File: src/rtl/pulse_pacer.sv
// clk_a-domain event pacer: buffers event requests and re-emits them as single-cycle
// pulses spaced at least MIN_GAP cycles apart for a downstream pulse CDC stage.
module pulse_pacer #(
  parameter int CNT_W   = 4,
  parameter int MIN_GAP = 8
) (
  input  logic             clk_a,
  input  logic             rst_n,
  input  logic             event_in,
  input  logic             enable,
  input  logic             clr_ovf,
  output logic             pulse_out,
  output logic [CNT_W-1:0] pending,
  output logic             busy,
  output logic             overflow
);

  // gap_cnt must hold MIN_GAP-2; keep at least one bit for MIN_GAP==2
  localparam int GAP_W = (MIN_GAP > 2) ? $clog2(MIN_GAP - 1) : 1;
  localparam logic [GAP_W-1:0] GAP_LOAD = GAP_W'(MIN_GAP - 2);
  localparam logic [CNT_W-1:0] CNT_MAX  = '1;

  typedef enum logic {IDLE, GAP} state_t;

  state_t           state;
  logic [GAP_W-1:0] gap_cnt;
  logic             fire;
  logic             drop;

  // fire and drop decisions use the pre-edge pending value
  assign fire = (state == IDLE) && enable && (pending != '0);
  assign drop = event_in && !fire && (pending == CNT_MAX);

  always_ff @(posedge clk_a or negedge rst_n) begin
    if (!rst_n) begin
      state     <= IDLE;
      gap_cnt   <= '0;
      pulse_out <= 1'b0;
    end else begin
      case (state)
        IDLE: begin
          if (fire) begin
            pulse_out <= 1'b1;
            state     <= GAP;
            gap_cnt   <= GAP_LOAD;
          end else begin
            pulse_out <= 1'b0;
          end
        end
        GAP: begin
          pulse_out <= 1'b0;
          if (gap_cnt == '0) begin
            state <= IDLE;
          end else begin
            gap_cnt <= gap_cnt - 1'b1;
          end
        end
        default: begin
          pulse_out <= 1'b0;
          state     <= IDLE;
        end
      endcase
    end
  end

  always_ff @(posedge clk_a or negedge rst_n) begin
    if (!rst_n) begin
      pending <= '0;
    end else if (event_in && !fire && (pending != CNT_MAX)) begin
      pending <= pending + 1'b1;
    end else if (!event_in && fire) begin
      pending <= pending - 1'b1;
    end
  end

  always_ff @(posedge clk_a or negedge rst_n) begin
    if (!rst_n) begin
      overflow <= 1'b0;
    end else if (drop) begin
      overflow <= 1'b1;
    end else if (clr_ovf) begin
      overflow <= 1'b0;
    end
  end

  assign busy = (state != IDLE) || (pending != '0);

endmodule

File: config.mk
export PLATFORM = sky130hd
export DESIGN_NAME = pulse_pacer
export DESIGN_NICKNAME = d
export VERILOG_FILES = /design/src/rtl/pulse_pacer.sv
export SDC_FILE = /design/constraint.sdc
export NUM_CORES = 1
export LEC_CHECK = 0
export BUFFER_PORTS_ARGS = -buffer_cell sky130_fd_sc_hd__buf_2
export CAP_MARGIN = 20
export CORE_AREA = 5 5 42 44
export DETAILED_ROUTE_END_ITERATION = 16
export DIE_AREA = 0 0 47 49
export PLACE_DENSITY_LB_ADDON = 0.05
export RECOVER_POWER = 25
export SLEW_MARGIN = 20
export SYNTH_ARGS = -nofsm -noshare
export SYNTH_HDL_FRONTEND = slang
export SYNTH_SLANG_ARGS = --single-unit
File: constraint.sdc
create_clock -name clk_a -period 3.05 [get_ports clk_a]
set_input_delay 0.4575 -clock clk_a [delete_from_list [all_inputs] [get_ports clk_a]]
set_output_delay 0.4575 -clock clk_a [all_outputs]
set_load 0.01 [all_outputs]
== Word level (Yosys, flattened, before mapping) ==
Cells that the tools add are included.
Cells by class
  add/sub/neg operators: 3
  equal/unequal tests: 4
  muxes and demuxes: 11
  bitwise gates (word level): 1
  reduce and logical (&&, ||, !) cells: 14
Operator list (number)
  4-bit two-way mux: 2
  1-bit logical AND: 6
  3-bit two-way mux: 2
  3-bit case mux with 2 select lines: 1
  4-bit by 1-bit adder with 4-bit output, second input constant: 1
  4-bit equality test, second input constant: 1
  1-bit two-way mux: 4
  2-bit != test, second input constant: 2
  4-bit != test, second input constant: 1
  1-bit case mux with 2 select lines: 2
  2-bit nonzero test: 2
  4-bit nonzero test: 1
  4-bit by 1-bit subtractor with 4-bit output, second input constant: 1
  3-bit logical NOT: 1
  3-bit by 1-bit subtractor with 3-bit output, second input constant: 1
  1-bit logical NOT: 2
  2-bit AND reduction: 1
  1-bit logical OR: 1
  1-bit NOT: 1
Word-level totals
  flip-flop bits (word level): 10
  input port bits: 5
  output and inout port bits: 7
  logic and storage cells: 38

== Longest topological paths before layout ==
Gate-level depths: netlist (run 1).
  word-level depth: 7
  gate-level depth with buffers: 7
  depth with buffers taken out: 7

== Worst setup path after synthesis (run 1) ==
Ideal clock, no wire load.
  path kind: reg2reg
  start: register pending[0]
  end: register pending[3]
  setup time: 0.079 ns
  arrival: 2.015 ns
  required time: 2.971 ns
  path slack: 0.956 ns
  stages on the path, launching flop included: 8
  clock period less this slack: 2.094 ns
  path through: dfrtp_1 > nor4_4 > o211ai_2 > ha_1 > a21o_2 > a21oi_1 > mux2i_1 > xor2_1
On the way
  longest elaborated chain between the ends: 6
Ends and longest elaborated chain
  start: declaration: RTL line 13  | output logic [CNT_W-1:0] pending,
  start signal: assignment: RTL line 70  | pending <= pending + 1'b1;
  start signal: assignment: RTL line 72  | pending <= pending - 1'b1;
  branches (longest 6 deep; another with 4-bit by 1-bit subtractor with 4-bit output)
Several ways; the timed one is not identified. The select of a mux whose other input is x is not followed.
A chain may end at the register's enable or synchronous reset.

== Worst setup path after layout (run 1) ==
Same ends and word-level chain as after synthesis.

==> impl_results.md, run 1 <==
- Final hold violation count: 0
- Depth of the most critical reg-to-reg path: 7
- Post-detailed-route DRC marker count: 0
- CTS root buffer: clkbuf_4
- Most repeated cell in the gate-level netlist after synthesis: dfrtp_1
- Max Fanout on Critical Path: 6
- Area of the die: 2300 µm²
- Setup-violating endpoint count in the final report: 0
- Mapped cell area: 564 µm²
- Final net count: 77
- Number of library cell types mapped by synthesis: 26
- Clock-pin slew reported for the worst setup and hold paths after clock tree synthesis: 0.06 ns
- CTS sink cnt: 10
- Worst voltage drop across the vdd grid: 0.483 mV
- Wire length after detailed routing: 1.03 mm
- Last weighted congestion value of the routability-driven placer: 0.685
- Final instance count without filler cells: 81
- Cell types with the highest counts after synthesis: dfrtp_1 (10), inv_1 (7), ha_1 (4), nand2_1 (4)
- R2r startpoint: pending[0]
- Starting Density: 40.3%
- Core Region: 1400 µm²
- Leakage power: 0.325 nW
- Total setup buffers inserted after CTS: 0
- Fin crit period: 2.22 ns
- Utilization after layout: 47.1%
- Post-synth EDFFs: 0
- Post-placement cell count: 78
- Relative slew margins: 62.7%
- Flip-flop and latch area: 250 µm²
- Number of buffers inserted during clock tree synthesis: 3
- HPWL Detailed: 798 µm
- Cell area after layout: 661 µm²
- Die Y: 49 µm
- RSZ-0062 raised after global routing: false
- Vias per inst: 4.84
- Total grt overflow: 0
- Worst R2R End: pending[3]
- Number of port buffers: 11
- Cell row count: 14
- Area Overhead vs Synth: 17.1%
- Latest clock arrival within the worst-skew pair: 0.26 ns
- Initial antenna violation count: 0
- Async set or reset register ratio after synthesis: 100%
- Post-DRT Antenna Nets: 0
- Sequential cell area fraction in the yosys report: 44.3%
- Maximum number of pins on one net before global-route repair: 11
- Global-route wire length before repair: 1.69 mm
- Power density of the placed cells: 1060 nW/µm²
- CTS H-tree depth: 1
- Post-synthesis register bit count: 10
- Final count of pins violating max slew: 0
- Post-Route Skew: 0.00556 ns
- Die width: 47 µm
- Fraction of layout cells with a size suffix above 1: 32.3%
- Reg2reg setup slack: 0.83 ns
- Period Utilization, post-route: 72.6%
- Most area-hungry cell type in the Yosys netlist: dfrtp_1
- Number of filler instances in the final layout: 145
- Maximum clock insertion buffer count: 2
- All-Layer GR Usage: 10.3%
- Most used flip-flop cell after synthesis: dfrtp_1
- Data required time of the critical path: 3.24 ns
- Crit Path Category: flop to flop
- Num ports: 12
- Fraction of synthesized cell area taken by the top area cell type: 44.3%
- Total Negative Setup Slacks: 0 ns
- Net count after synthesis: 61
- Outcome: completed
- Placed Instance Area: 639 µm²
- Post-DR wirelength/cell: 12.7 µm
- Hold-fix buffers at CTS: 0
- Instance count of the mapped netlist: 51
- Leading post-synthesis cells by cell area: dfrtp_1 (44%), ha_1 (8.9%), inv_1 (4.7%), nor4_4 (3.8%), fa_1 (3.5%)
- Overall power: 698 µW
- Detailed-routing iteration count for the pre-antenna-repair pass: 2
- Vias in the first global route: 377
- Worst hold path type: input port to async pin
- Yosys synthesis warning count: 0
- Mean post-synth cell area: 11.1 µm²
- Number of antenna repair diodes: 0
- Sort of element at the start of the critical path: flop
- Number of cells upsized or downsized after cts: 0
- Least-Margin Pin Slew: 0.560 ns
- CTS tree: yes
- Max-cap violation count: 0
- DRT iter0 DRCs: 2
- Crit end category: flop
- Total number of vias: 392
- Area occupied by multi-input gates: 288 µm²
- Crit path DAT: 2.40 ns
- Fmax: 451 MHz
power breakdown:
group | total (mW) | internal (mW) | switching (mW)
logic | 0.338 | 0.169 | 0.169
clock network | 0.0866 | 0.0454 | 0.0412
registers | 0.274 | 0.197 | 0.0762
critical path: stages, from the launching register on:
cell and delay, ns:
dfrtp_1 0.47, nor4_4 0.38, o211ai_2 0.21, ha_1 0.31
a21o_2 0.20, a21oi_1 0.19, mux2i_1 0.24, xor2_1 0.15
cells in the final DEF, fill, tap and decap left out, types with 3 or more instances in the layout:
master,Yosys,routed
clkbuf_4,0,3
a21oi_1,3,3
buf_2,0,10
nand2_1,4,4
ha_1,4,4
inv_1,7,7
o21ai_0,3,3
dfrtp_1,10,10
registers in the layout, indices dropped and copies added, names as in the netlist:
name	cells
pending	4
gap_cnt	3
overflow	1
pulse_out	1
state	1
worst max path at each step:
stage	from	to	slack [ns]	depth (start not counted)
floorplan	pending[0]	pending[3]	0.96	7
global placement	pending[0]	pending[3]	0.88	7
detailed placement	pending[0]	pending[3]	0.86	7
CTS	pending[0]	pending[3]	0.84	7
global route	pending[0]	pending[3]	0.73	7
finish	pending[0]	pending[3]	0.83	7
routing by layer:
metal / track usage, % / wire length, µm / vias up
met5: 0 / 0 / -
met4: 2.76 / 0 / 0
met3: 5.54 / 80 / 0
met2: 13.1 / 418 / 10
met1: 14.9 / 528 / 175
li1: - / - / 207
cell type report:
class	instances	share of cell area, %
multi-input combinational	34	43.6
sequential	10	37.9
timing repair buffer	11	8.14
inverter	7	3.98
clock buffer	3	3.41
tap	16	3.03
logic make-up (layout without fill, tap and decap cells):
family	Yosys count	after routing	share of synthesized area (%)
buf+inv	7	21	4.66
simple gates	13	13	17.3
compound gates	12	12	13.7
mux	2	2	4.43
fa+ha+maj	5	5	12.4
flops	10	10	44.3
xor+xnor	2	2	3.10
through the flow:
stage,hold slack [ns],setup slack (ns)
after CTS,0.0418,0.839
after global routing,0.179,0.727
after global placement,0.335,0.876
after detailed placement,0.333,0.865
after floorplan,0.162,0.956
final,0.155,0.835
Power figures use the tool's default switching activity.
==> run 2, diff against run 1 <==
- clock period: 3.05 -> 1.85 ns (I/O delays scaled with it)
==> run 2 against run 1 <==
  * The run now ends with setup timing left
  * Clock skew shrank 0.0028 ns
  * Critical path type unchanged
  * Highest routed layer is now met4
  * First-iteration DRC count rose to 3.5 times the previous value
  * Sequential share of layout area shrank 6.0 points
  * Non-clock buffer count rose by 12
  * Count of clock-buffer cells in the layout up 1
  * Utilization grew 9.4 points
==> impl_results.md, run 2 (synthesis gave the netlist of run 1 again) <==
- Reg2reg setup slack: -0.15 ns
- Cell row count: 14
- Final count of pins violating max slew: 0
- Area of the die: 2300 µm²
- Outcome: finished, violations left
- Largest registers in the final layout: pending (4), gap_cnt (3)
- Data required time of the critical path: 2.05 ns
- Num ports: 12
- Origin of the worst min-delay path: clr_ovf
- Least-Margin Pin Slew: 0.520 ns
- Crit Path Category: flop to flop
- All-Layer GR Usage: 12.4%
- Register with the most flip-flops: pending
- Worst hold path type: input port to flop
- Global-route wire length before repair: 1.95 mm
- Area Overhead vs Synth: 40.4%
- Total grt overflow: 0
- Initial antenna violation count: 0
- Crit path DAT: 2.20 ns
- Max FFs per register: 4
- CTS H-tree depth: 1
- Core Region: 1400 µm²
- Post-Place Setup Slack: -0.171 ns
- Depth of the most critical reg-to-reg path: 7
- Final net count: 89
- Post-DRT Antenna Nets: 0
- Post-DR wirelength/cell: 12.2 µm
- Max Fanout on Critical Path: 4
- Relative slew margins: 65.3%
- RSZ-0062 raised after global routing: true
- Crit end category: flop
- Post-Route Skew: 0.00280 ns
- Worst voltage drop across the vdd grid: 0.893 mV
- Fmax: 500 MHz
- Power density of the placed cells: 1810 nW/µm²
- Final hold violation count: 0
- Starting Density: 40.3%
- Commonest non-fill, non-tap cells in the layout: buf_2 (10), buf_4 (10), dfrtp_1 (8), inv_1 (7), nand2_1 (4)
- Post-detailed-route DRC marker count: 0
- Worst R2R End: pending[3]
- Fraction of layout cells with a size suffix above 1: 48.7%
- Fin Hold WS: 0.185 ns
- Vias in the first global route: 442
- Wire length after detailed routing: 1.14 mm
- CTS sink cnt: 10
- DRT iter0 DRCs: 7
- Total Negative Setup Slacks: -0.344 ns
- Period Utilization, post-route: 108%
- Maximum clock insertion buffer count: 2
- Max-cap violation count: 0
- Number of buffers inserted during clock tree synthesis: 3
- Min-Delay Path Depth: 2
- Setup-violating endpoint count in the final report: 3
- CTS root buffer: clkbuf_4
- R2r startpoint: pending[3]
- Latest clock arrival within the worst-skew pair: 0.27 ns
- Worst min-delay path endpoint: overflow
- Vias per inst: 4.83
- Fin crit period: 2.00 ns
- Number of antenna repair diodes: 0
- Final worst slack: -0.150 ns
- Sort of element at the start of the critical path: flop
- Number of port buffers: 11
- HPWL Detailed: 884 µm
- Violations in the final reports: setup timing
- Die Y: 49 µm
- Die width: 47 µm
- Last weighted congestion value of the routability-driven placer: 0.711
- Maximum number of pins on one net before global-route repair: 11
- Detailed-routing iteration count for the pre-antenna-repair pass: 4
- Leakage power: 0.388 nW
- Total number of vias: 454
- CTS tree: yes
- Clock-pin slew reported for the worst setup and hold paths after clock tree synthesis: 0.07 ns
- Cell area after layout: 792 µm²
- Placed Instance Area: 721 µm²
-- run 2: cell types whose count changed in the layout (fill, tap and decap cells not counted), sizes merged --
cell / delta
buf: +11
clkbuf: +1
dlygate4sd3: +1
-- run 2: cell type report --
type | instances | area [µm²]
Sequential cell | 10 | 253
Timing Repair Buffer | 23 | 150
Multi-Input combinational cell | 34 | 307
Inverter | 7 | 26.3
Tap cell | 16 | 20.0
Fill cell | 133 | 609
Clock buffer | 4 | 36.3
-- run 2: how the worst max path moves through the flow --
stage	endpoint	startpoint	slack (ns)	depth (start not counted)
finish	pending[3]	pending[3]	-0.15	7
floorplan	pending[3]	pending[1]	-0.17	7
CTS	pending[3]	pending[1]	-0.15	7
global route	pending[3]	pending[3]	-0.29	7
global placement	pending[3]	pending[3]	-0.11	7
detailed placement	pending[3]	pending[3]	-0.17	7
-- run 2: timing repair --
item                                    4_1_cts  5_1_grt
gates resized for setup                       2        1
hold endpoints to repair                     10        0
hold buffers                                  1        0
endpoints found under the setup margin        3        3
pin swaps                                     5        6
buffers inserted                              0        1
-- run 2: critical path, stage by stage (launching register included) --
cell and delay (ns):
dfrtp_2 0.42, nor4_4 0.34, o211ai_2 0.15, ha_1 0.30, a21o_2 0.19, a21oi_2 0.14
mux2i_1 0.22, xor2_1 0.16
-- run 2: report_power, final --
part	switching (mW)	internal, mW
clock network	0.0833	0.120
registers	0.0791	0.330
logic	0.381	0.439
-- run 2: layer usage --
layer / wire [µm] / GRT usage [%]
met2: 509 / 15.6
met4: 51 / 11.1
met3: 74 / 3.69
met1: 509 / 16.3
met5: 0 / 0
-- run 2: through the flow --
stage	total power, mW	std cells	utilization [%]
finish	1.43	94	56.5
global route	1.55	94	56.5
CTS	1.44	93	55.8
detailed placement	1.20	88	51.4
global placement	1.19	88	51.4
floorplan	0.887	51	-
==> run 3, diff against run 2 <==
- CTS_BUF_LIST: not set -> sky130_fd_sc_hd__clkbuf_2
==> run 3 against run 2 <==
  * Power fell by 5.0%
  * Critical path type unchanged
  * Routed wire length rose by 1.4%
  * Die area did not move
  * Non-clock buffer count did not move
  * The run still ends with setup timing left
  * Sequential share of layout area rose by 0.72 points
  * Sequential power barely moved
  * Clock skew fell by 0.0016 ns
  * Hold slack improved by 0.013 ns
  * Critical endpoint unchanged
  * Maximum frequency fell by 1.3%
==> impl_results.md, run 3 (synthesis gave the netlist of run 1 again) <==
- Crit Path Category: flop to flop
- Area of the die: 2300 µm²
- Fraction of power consumed by sequential logic: 30.0%
- RSZ-0062 raised after global routing: true
- HPWL Detailed: 884 µm
- Vias per inst: 4.82
- Setup-violating endpoint count in the final report: 3
- Total Negative Setup Slacks: -0.381 ns
- Worst hold path type: input port to flop
- Wire length after detailed routing: 1.16 mm
- Final hold violation count: 0
- Net switching fraction of the power: 40.0%
- Least-Margin Pin Slew: 0.534 ns
- Number of antenna repair diodes: 0
- Die width: 47 µm
- Total grt overflow: 0
- Depth of the most critical reg-to-reg path: 7
- Largest registers in the final layout: pending (4), gap_cnt (3)
- Internal Pwr Total: 817 µW
- Fraction of layout cells with a size suffix above 1: 47.4%
- Sort of element at the start of the critical path: flop
- Commonest non-fill, non-tap cells in the layout: buf_2 (10), buf_4 (10), dfrtp_1 (8), inv_1 (7), nand2_1 (4)
- Relative slew margins: 64.4%
- Total number of vias: 453
- CTS H-tree depth: 1
- Number of buffers inserted during clock tree synthesis: 3
- Outcome: finished, violations left
- Starting Density: 40.3%
- Register with the most flip-flops: pending
- Final net count: 89
- All-Layer GR Usage: 12.2%
- Max-cap violation count: 0
- CTS sink cnt: 10
- Cell row count: 14
- Min-Delay Path Depth: 2
- Period Utilization, post-route: 110%
- Global-route wire length before repair: 2.00 mm
- CTS root buffer: clkbuf_2
- Relative contribution of combinational cells to total power: 60.8%
- Leakage power: 0.381 nW
- Num ports: 12
- Latest clock arrival within the worst-skew pair: 0.25 ns
- Worst voltage drop across the vdd grid: 0.914 mV
- Number of filler instances in the final layout: 137
- Vias in the first global route: 442
- Reg2reg setup slack: -0.18 ns
- Net switching power of the design: 544 µW
- Crit path DAT: 2.21 ns
- Fmax: 493 MHz
- Post-DRT Antenna Nets: 0
- Area Overhead vs Synth: 37.3%
- Maximum number of pins on one net before global-route repair: 11
- Power density of the placed cells: 1760 nW/µm²
- Fin crit period: 2.03 ns
- Last weighted congestion value of the routability-driven placer: 0.711
- Worst R2R End: pending[3]
- Flip-flop and latch area: 253 µm²
- Die Y: 49 µm
- Post-detailed-route DRC marker count: 0
- Worst min-delay path endpoint: overflow
- CTS tree: yes
- Maximum clock insertion buffer count: 2
- Violations in the final reports: setup timing
- Max FFs per register: 4
- R2r startpoint: pending[3]
- Core Region: 1400 µm²
- Clk network pwr share: 9.3%
- Origin of the worst min-delay path: clr_ovf
- Final worst slack: -0.177 ns
- DRT iter0 DRCs: 5
- Number of port buffers: 11
- Utilization after layout: 55.3%
- Post-DR wirelength/cell: 12.3 µm
- Detailed-routing iteration count for the pre-antenna-repair pass: 4
- Final count of pins violating max slew: 0
- Post-Route Skew: 0.00120 ns
- Max Fanout on Critical Path: 4
- Data required time of the critical path: 2.03 ns
- Area occupied by multi-input gates: 307 µm²
- Clock-pin slew reported for the worst setup and hold paths after clock tree synthesis: 0.10 ns
- Initial antenna violation count: 0
- Crit end category: flop
## run 3: cell types whose count changed in the layout (fill, tap and decap cells not counted), sizes merged
cell    delta
clkinv     +1
clkbuf     -1
## run 3: how the worst max path moves through the flow
stage,start,slack (ns),cells after the start,end
2_1_floorplan,pending[1],-0.17,7,pending[3]
3_3_place_gp,pending[3],-0.11,7,pending[3]
3_5_place_dp,pending[3],-0.17,7,pending[3]
4_1_cts,pending[1],-0.18,7,pending[3]
5_1_grt,pending[3],-0.31,7,pending[3]
6_report,pending[3],-0.18,7,pending[3]
## run 3: layout make-up
type / count / area share (%)
clock inverter: 1 / 0.485
timing repair buffer: 23 / 19.4
multi-input combinational: 34 / 39.6
tap: 16 / 2.58
inverter: 7 / 3.39
sequential: 10 / 32.6
clock buffer: 3 / 1.94
## run 3: stage by stage
step | worst slack (ns) | instances | instance area (µm²) | total power [mW] | hold WS (ns)
after floorplan | -0.167 | 51 | 571 | 0.887 | -0.0181
after global routing | -0.312 | 94 | 774 | 1.48 | 0.214
final | -0.177 | 94 | 774 | 1.36 | 0.197
after detailed placement | -0.171 | 88 | 721 | 1.20 | 0.149
after global placement | -0.111 | 88 | 721 | 1.19 | 0.150
after CTS | -0.182 | 93 | 764 | 1.36 | 0.199
## run 3: what timing repair did
item	in CTS	in global routing
hold endpoints to repair	10	0
pin swaps	5	3
buffers inserted	0	1
hold buffers	1	0
resized for setup	2	1
cloned	0	0
endpoints found under the setup margin	3	3
## run 3: critical path: stages, from the launching register on
cell,delay [ns]
dfrtp_2,0.43
nor4_4,0.34
o211ai_2,0.18
ha_1,0.31
a21o_2,0.19
a21oi_2,0.12
mux2i_1,0.23
xor2_1,0.16
## run 3: per-layer routing
metal	share of wire, %	wire (µm)	GRT usage, %	up-vias
met5	0	0	0	-
met4	2.9	34	6.91	0
met3	6.4	74	3.69	4
met2	44	510	16.7	9
met1	47	540	16.6	208
li1	-	-	-	232
## run 3: power groups by stage
stage,combinational (mW),clock (mW),sequential [mW]
2_1_floorplan,0.417,0,0.470
3_3_place_gp,0.779,0,0.414
3_5_place_dp,0.783,0,0.414
4_1_cts,0.827,0.128,0.409
5_1_grt,0.926,0.136,0.420
6_report,0.826,0.126,0.408
